--- config.mk ---
export PLATFORM = sky130hd
export DESIGN_NAME = imac_d4
export DESIGN_NICKNAME = d
export VERILOG_FILES = /design/src/rtl/imac_d4.sv
export SDC_FILE = /design/constraint.sdc
export NUM_CORES = 2
export LEC_CHECK = 0
export ABC_AREA = 0
export CAP_MARGIN = 0
export CORE_ASPECT_RATIO = 0.9
export CORE_MARGIN = 2
export CORE_UTILIZATION = 45
export CTS_CLUSTER_DIAMETER = 80
export DETAILED_ROUTE_END_ITERATION = 16
export SLEW_MARGIN = 5
export SYNTH_ARGS = -nofsm -noshare
export SYNTH_HDL_FRONTEND = slang
export SYNTH_SLANG_ARGS = --single-unit
--- constraint.sdc ---
create_clock -name clk -period 9.81 [get_ports clk]
set_clock_uncertainty 0.05 [all_clocks]
set_input_delay 0.981 -clock clk [delete_from_list [all_inputs] [get_ports clk]]
set_output_delay 0.981 -clock clk [all_outputs]
set_load 0.01 [all_outputs]
--- src/rtl/imac_d4.sv ---
// Inverse Daubechies-4 synthesis MAC: {a,d} coefficient pairs in, reconstructed 8-bit pixel pairs out.
// Optional sticky saturation flag (port o_saturated) when IMAC_D4_SAT_FLAG_EN is defined.
module imac_d4 #(
    parameter int unsigned WIDTH     = 256,
    parameter int unsigned HEIGHT    = 256,
    parameter int unsigned COEF_W    = 16,
    parameter int unsigned COEF_FRAC = 4
) (
    input  logic                     clk,
    input  logic                     rst_n,
    input  logic [2*COEF_W-1:0]      coef_input,
    input  logic                     i_valid,
    input  logic                     last_coef,
    input  logic [$clog2(WIDTH)-1:0] i_row_column_pointer,
    input  logic [$clog2(WIDTH)-1:0] i_pixel_pointer,
    output logic                     o_ready,
    output logic [15:0]              pixel_output,
    output logic                     o_valid,
    output logic [$clog2(WIDTH)-1:0] o_row_column_pointer,
    output logic [$clog2(WIDTH)-1:0] o_pixel_pointer
`ifdef IMAC_D4_SAT_FLAG_EN
    ,
    output logic                     o_saturated
`endif
);

    localparam int unsigned PTR_W  = $clog2(WIDTH);
    localparam int unsigned H_W    = 16;
    localparam int unsigned SUM_W  = 32;
    localparam int unsigned FRAC_W = COEF_FRAC + 14;

    // Synthesis filter taps, Q2.14
    localparam logic signed [H_W-1:0] H0 = 16'sd7913;
    localparam logic signed [H_W-1:0] H1 = 16'sd13705;
    localparam logic signed [H_W-1:0] H2 = 16'sd3672;
    localparam logic signed [H_W-1:0] H3 = -16'sd2120;

    localparam logic signed [SUM_W-1:0] RND     = SUM_W'(64'd1 << (FRAC_W - 1));
    localparam logic signed [SUM_W-1:0] PIX_MAX = 32'sd255;

    if (WIDTH < 4 || HEIGHT < 1) begin : g_cfg_check
        $error("imac_d4: WIDTH must be >= 4 and HEIGHT >= 1");
    end

    typedef struct packed {
        logic signed [COEF_W-1:0] a;
        logic signed [COEF_W-1:0] d;
    } pair_t;

    typedef enum logic {
        ST_RUN,
        ST_WRAP
    } state_e;

    function automatic logic signed [SUM_W-1:0] mul(input logic signed [COEF_W-1:0] c,
                                                    input logic signed [H_W-1:0]    h);
        return SUM_W'(c) * SUM_W'(h);
    endfunction

    function automatic logic [7:0] sat8(input logic signed [SUM_W-1:0] v);
        if (v < 0) begin
            return 8'h00;
        end else if (v > PIX_MAX) begin
            return 8'hFF;
        end
        return v[7:0];
    endfunction

    pair_t            in_c;
    logic             first_c;

    state_e           state_q, state_d;
    pair_t            first_q, first_d;
    pair_t            prev_q, prev_d;
    logic [PTR_W-1:0] last_row_q, last_row_d;
    logic             line_act_q, line_act_d;

    logic             s0_vld_q, s0_vld_d;
    pair_t            s0_p_q, s0_p_d;
    pair_t            s0_c_q, s0_c_d;
    logic [PTR_W-1:0] s0_row_q, s0_row_d;
    logic [PTR_W-1:0] s0_pix_q, s0_pix_d;

    logic signed [SUM_W-1:0] prod_c [8];
    logic                    s1_vld_q;
    logic signed [SUM_W-1:0] s1_prod_q [8];
    logic [PTR_W-1:0]        s1_row_q, s1_pix_q;

    logic                    s2_vld_q;
    logic signed [SUM_W-1:0] s2_even_q, s2_odd_q;
    logic [PTR_W-1:0]        s2_row_q, s2_pix_q;

    logic signed [SUM_W-1:0] sh_e_c, sh_o_c;

    logic                    o_valid_q;
    logic [15:0]             pixel_q;
    logic [PTR_W-1:0]        o_row_q, o_pix_q;

    assign in_c    = pair_t'(coef_input);
    assign first_c = (i_pixel_pointer == '0);
    assign o_ready = (state_q == ST_RUN);

    // Pair sequencing: n=0 seeds first/prev, n>=1 issues (prev,cur), WRAP issues (last,first)
    always_comb begin : fsm_comb
        state_d    = state_q;
        first_d    = first_q;
        prev_d     = prev_q;
        last_row_d = last_row_q;
        line_act_d = line_act_q;
        s0_vld_d   = 1'b0;
        s0_p_d     = s0_p_q;
        s0_c_d     = s0_c_q;
        s0_row_d   = s0_row_q;
        s0_pix_d   = s0_pix_q;
        case (state_q)
            ST_RUN: begin
                if (i_valid) begin
                    if (first_c) begin
                        first_d    = in_c;
                        prev_d     = in_c;
                        last_row_d = i_row_column_pointer;
                        line_act_d = 1'b1;
                    end else if (line_act_q) begin
                        s0_vld_d   = 1'b1;
                        s0_p_d     = prev_q;
                        s0_c_d     = in_c;
                        s0_row_d   = i_row_column_pointer;
                        s0_pix_d   = i_pixel_pointer;
                        prev_d     = in_c;
                        last_row_d = i_row_column_pointer;
                        if (last_coef) begin
                            line_act_d = 1'b0;
                            state_d    = ST_WRAP;
                        end
                    end
                end
            end
            ST_WRAP: begin
                s0_vld_d = 1'b1;
                s0_p_d   = prev_q;
                s0_c_d   = first_q;
                s0_row_d = last_row_q;
                s0_pix_d = '0;
                state_d  = ST_RUN;
            end
            default: state_d = ST_RUN;
        endcase
    end

    always_ff @(posedge clk or negedge rst_n) begin : ctrl_ff
        if (!rst_n) begin
            state_q    <= ST_RUN;
            first_q    <= '0;
            prev_q     <= '0;
            last_row_q <= '0;
            line_act_q <= 1'b0;
            s0_vld_q   <= 1'b0;
            s0_p_q     <= '0;
            s0_c_q     <= '0;
            s0_row_q   <= '0;
            s0_pix_q   <= '0;
        end else begin
            state_q    <= state_d;
            first_q    <= first_d;
            prev_q     <= prev_d;
            last_row_q <= last_row_d;
            line_act_q <= line_act_d;
            s0_vld_q   <= s0_vld_d;
            s0_p_q     <= s0_p_d;
            s0_c_q     <= s0_c_d;
            s0_row_q   <= s0_row_d;
            s0_pix_q   <= s0_pix_d;
        end
    end

    // Products 0..3 feed the even pixel, 4..7 the odd pixel
    always_comb begin : prod_comb
        prod_c[0] = mul(s0_p_q.a, H2);
        prod_c[1] = mul(s0_p_q.d, H1);
        prod_c[2] = mul(s0_c_q.a, H0);
        prod_c[3] = mul(s0_c_q.d, H3);
        prod_c[4] = mul(s0_p_q.a, H3);
        prod_c[5] = mul(s0_p_q.d, H0);
        prod_c[6] = mul(s0_c_q.a, H1);
        prod_c[7] = mul(s0_c_q.d, H2);
    end

    always_ff @(posedge clk or negedge rst_n) begin : mul_ff
        if (!rst_n) begin
            s1_vld_q <= 1'b0;
            s1_row_q <= '0;
            s1_pix_q <= '0;
            for (int i = 0; i < 8; i++) begin
                s1_prod_q[i] <= '0;
            end
        end else begin
            s1_vld_q <= s0_vld_q;
            if (s0_vld_q) begin
                s1_prod_q <= prod_c;
                s1_row_q  <= s0_row_q;
                s1_pix_q  <= s0_pix_q;
            end
        end
    end

    always_ff @(posedge clk or negedge rst_n) begin : sum_ff
        if (!rst_n) begin
            s2_vld_q  <= 1'b0;
            s2_even_q <= '0;
            s2_odd_q  <= '0;
            s2_row_q  <= '0;
            s2_pix_q  <= '0;
        end else begin
            s2_vld_q <= s1_vld_q;
            if (s1_vld_q) begin
                s2_even_q <= s1_prod_q[0] + s1_prod_q[1] + s1_prod_q[2] + s1_prod_q[3];
                s2_odd_q  <= s1_prod_q[4] - s1_prod_q[5] + s1_prod_q[6] - s1_prod_q[7];
                s2_row_q  <= s1_row_q;
                s2_pix_q  <= s1_pix_q;
            end
        end
    end

    // Round half-up then drop the fractional bits
    assign sh_e_c = (s2_even_q + RND) >>> FRAC_W;
    assign sh_o_c = (s2_odd_q + RND) >>> FRAC_W;

    always_ff @(posedge clk or negedge rst_n) begin : out_ff
        if (!rst_n) begin
            o_valid_q <= 1'b0;
            pixel_q   <= '0;
            o_row_q   <= '0;
            o_pix_q   <= '0;
        end else begin
            o_valid_q <= s2_vld_q;
            if (s2_vld_q) begin
                pixel_q <= {sat8(sh_e_c), sat8(sh_o_c)};
                o_row_q <= s2_row_q;
                o_pix_q <= s2_pix_q;
            end
        end
    end

    assign o_valid              = o_valid_q;
    assign pixel_output         = pixel_q;
    assign o_row_column_pointer = o_row_q;
    assign o_pixel_pointer      = o_pix_q;

`ifdef IMAC_D4_SAT_FLAG_EN
    logic sat_q;
    logic sat_clr_c;
    logic clamp_c;

    assign sat_clr_c = i_valid && (state_q == ST_RUN) && first_c;
    assign clamp_c   = s2_vld_q && ((sh_e_c < 0) || (sh_e_c > PIX_MAX) ||
                                    (sh_o_c < 0) || (sh_o_c > PIX_MAX));

    // A clamp landing in the same cycle as a new line start still sets the flag
    always_ff @(posedge clk or negedge rst_n) begin : sat_ff
        if (!rst_n) begin
            sat_q <= 1'b0;
        end else if (clamp_c) begin
            sat_q <= 1'b1;
        end else if (sat_clr_c) begin
            sat_q <= 1'b0;
        end
    end

    assign o_saturated = sat_q;
`endif

endmodule

==> metrics.yaml <==
synthesis:
  postSynthCellCount: 5406
  post-synth-top-area-cell: "fa_1"
  synth_sequential_area_ratio_pct: 20.9
  yosys_warnings: 0
  synth.top_cell.area_share_pct: 26.5
  edff_count_synth: 0
  ys_types: 78
  cell_area_synth_um2: 55500
  most_area_consuming_cells_after_synthesis: "fa_1, dfrtp_1, ha_1"
  synth.net_count: 6956
  synth_ff_type: "dfrtp_1"
  synthArstFlopShare_pct: 100
  synth_seq_cells: 464
  synth_area_per_cell_um2: 10.3
grt:
  grt_pass1_vias: 39000
  use_met2_pct: 37.1
  use_met1_pct: 34.0
  grt_remaining_overflow: 0
  busiest_layer: "met2"
  track_usage_pct: 23.5
  groute.layer.met3.usage_pct: 3.71
  grt_pass1_wl_um: 229000
  grt_max_degree: 134
  antenna_found_initial: 5
layout:
  drive_gt1_share_pct: 7.94
  area_delta_synth_final_pct: 8.62
  nNetsFinal: 7018
clocking:
  numCtsBuffers: 59
  clk_transition_reported_paths_ns: 0.07
  insertion_delay_to_the_later_sink_of_the_worst_skew_pair_ns: 0.68
  cts_tree: "built"
  cts_root_buffer_type: "clkbuf_16"
  cts_resized: 0
  tritoncts_num_sinks: 464
  post_cts_hold_buffer_count: 0
  clockBufferDepth: 3
  cts-htree-levels: 2
  setup_repair_bufs_after_cts: 0
die:
  core.rowCount: 122
  core_area_um2: 123000
  start_util_pct: 45.3
  chipHeight_um: 337
  die-width_um: 374
  num_io_pins: 86
  dieArea_um2: 126000
worst_setup_path:
  timing.critical_path.from_type: "register"
  timing.setup.critical_path_class: "register to register"
  timing.critical_path.to_type: "register"
  worstPathArrival_ns: 6.88
  critical_path_peak_fanout: 16
  required_time_of_the_critical_path_ns: 10.26
route:
  initialDrtViolationCount: 2241
  antenna_violating_nets_post_route: 0
  route.vias.total: 37200
  dr.pass1.iters: 5
  drc: 0
  wirelength_um: 144000
  routed_wl_per_cell_um: 20.2
  drt-vias-per-instance: 5.22
timing:
  max-slew-margin-rel_pct: 35.4
  timing.hold.ws_ns: 0.266
  timing.setup.tns_ns: 0
  final.min_clock_period_ns: 6.43
  report.final.hold_viol_count: 0
  setup_violations: 0
  achievable-frequency_ghz: 0.155
  grt_setup_unrepaired: "no"
  tightest_slew_ns: 0.968
  fin_crit_sh_pct: 65.6
  slew_viol_final: 0
job:
  max_cap_violations: 0
placed_design:
  count_of_buffers_from_port_buffering: 85
  place_congestion: 0.931
  dp_hpwl_um: 119000
run_status:
  run_status: "completed"
worst_hold_path:
  min_path_type: "primary input to asynchronous set/reset pin"
-- final cells by class --
cell class | count | area (um^2)
multi-input cells | 3604 | 38800
inverters | 1227 | 4610
diodes | 1 | 2.50
clock buffers | 70 | 1590
fillers | 11300 | 62300
repair buffers | 112 | 1070
clock inverters | 40 | 508
well taps | 1612 | 2020
flip-flops and latches | 464 | 11600
-- through the flow --
step                cells  utilization [%]  setup WS (ns)  area [um^2]
floorplan            5406                -           3.18        55500
global placement     7019             47.5           3.38        58200
detailed placement   7019             47.5           3.34        58200
CTS                  7129             49.2           3.30        60300
global route         7129             49.2           2.88        60300
finish               7130             49.2           3.38        60300
-- kinds of logic after synthesis --
family	Yosys count	share of synthesized area [%]
compound gates	828	9.57
xor+xnor	266	4.20
fa+ha+maj	1500	43.8
buf+inv	1338	9.06
flops	464	20.9
mux	327	6.49
simple gates	683	5.99
-- cells in the mapped netlist, drive strengths merged (6+ instances only) --
cell type	number
inv	1225
ha	763
fa	735
dfrtp	464
mux2	261
nand2	245
a21oi	236
o21ai	206
xnor2	171
nor2	118
a21o	113
clkbuf	97
xor2	95
mux2i	66
nand3	60
nand2b	38
nor2b	34
nor3	33
o21bai	33
and3	32
o21a	29
a211oi	25
o211ai	25
a31oi	24
nand4	24
and2	17
or3	17
o31ai	16
a211o	15
or2	15
buf	14
nor4	12
nor3b	11
a311o	9
a31o	9
nand3b	9
o2111ai	8
o311ai	8
a2111o	7
a221oi	7
a2111oi	6
a21boi	6
-- cells in the final DEF, fill, tap and decap left out, types with 59 or more instances in the layout --
cell type        count
mux2_2             261
fa_1               735
nand3_1             60
nor2_1             118
dfrtp_1            459
a21oi_1            234
clkbuf_16           59
a21o_1             113
nand2_1            244
inv_1             1224
xnor2_1            171
clkdlybuf4s50_1     84
xor2_1              95
o21ai_0            203
ha_1               763
mux2i_1             66
-- final timing paths --
path                       slack (ns)             to         from  cells past startpoint
setup / recovery                 3.38  s1_prod_q[92]   s0_p_q[14]                     19
hold / removal                   0.27     first_q[7]        rst_n                      1
setup reg to reg                 3.38  s1_prod_q[92]   s0_p_q[14]                     19
hold reg to reg                  0.42     s0_c_q[28]  first_q[28]                      2
max in group asynchronous        7.12       s0_vld_q        rst_n                      3
min in group clk                 0.42     s0_c_q[28]  first_q[28]                      2
-- flip-flops by register name (all words and copies together), names as in the netlist, 15 cells and up --
name	flops
s0_p_q	32
s0_c_q	32
s2_odd_q	15
first_q	32
prev_q	32
s1_prod_q	212
pixel_output	16
s2_even_q	15
-- layer usage --
metal / vias up / routed length, um
li1: 17700 / -
met1: 18700 / 69300
met2: 666 / 64000
met3: 156 / 7210
met4: 6 / 3370
met5: - / 38
-- critical path: stages (launching register included) --
cell	delay [ns]
dfrtp_1	0.73
inv_1	0.36
ha_1	0.48
xor2_1	0.19
fa_1	0.53
inv_1	0.05
fa_1	0.55
fa_1	0.43
fa_1	0.54
inv_1	0.06
fa_1	0.47
inv_1	0.04
ha_1	0.35
and3_1	0.20
a21oi_1	0.11
o31ai_1	0.10
o41a_1	0.42
a221oi_2	0.32
xor2_1	0.18
mux2i_1	0.09
Power is left out: the tool's default activity adds up to more than one toggle a clock period on the data nets, which glitch-free logic cannot reach.
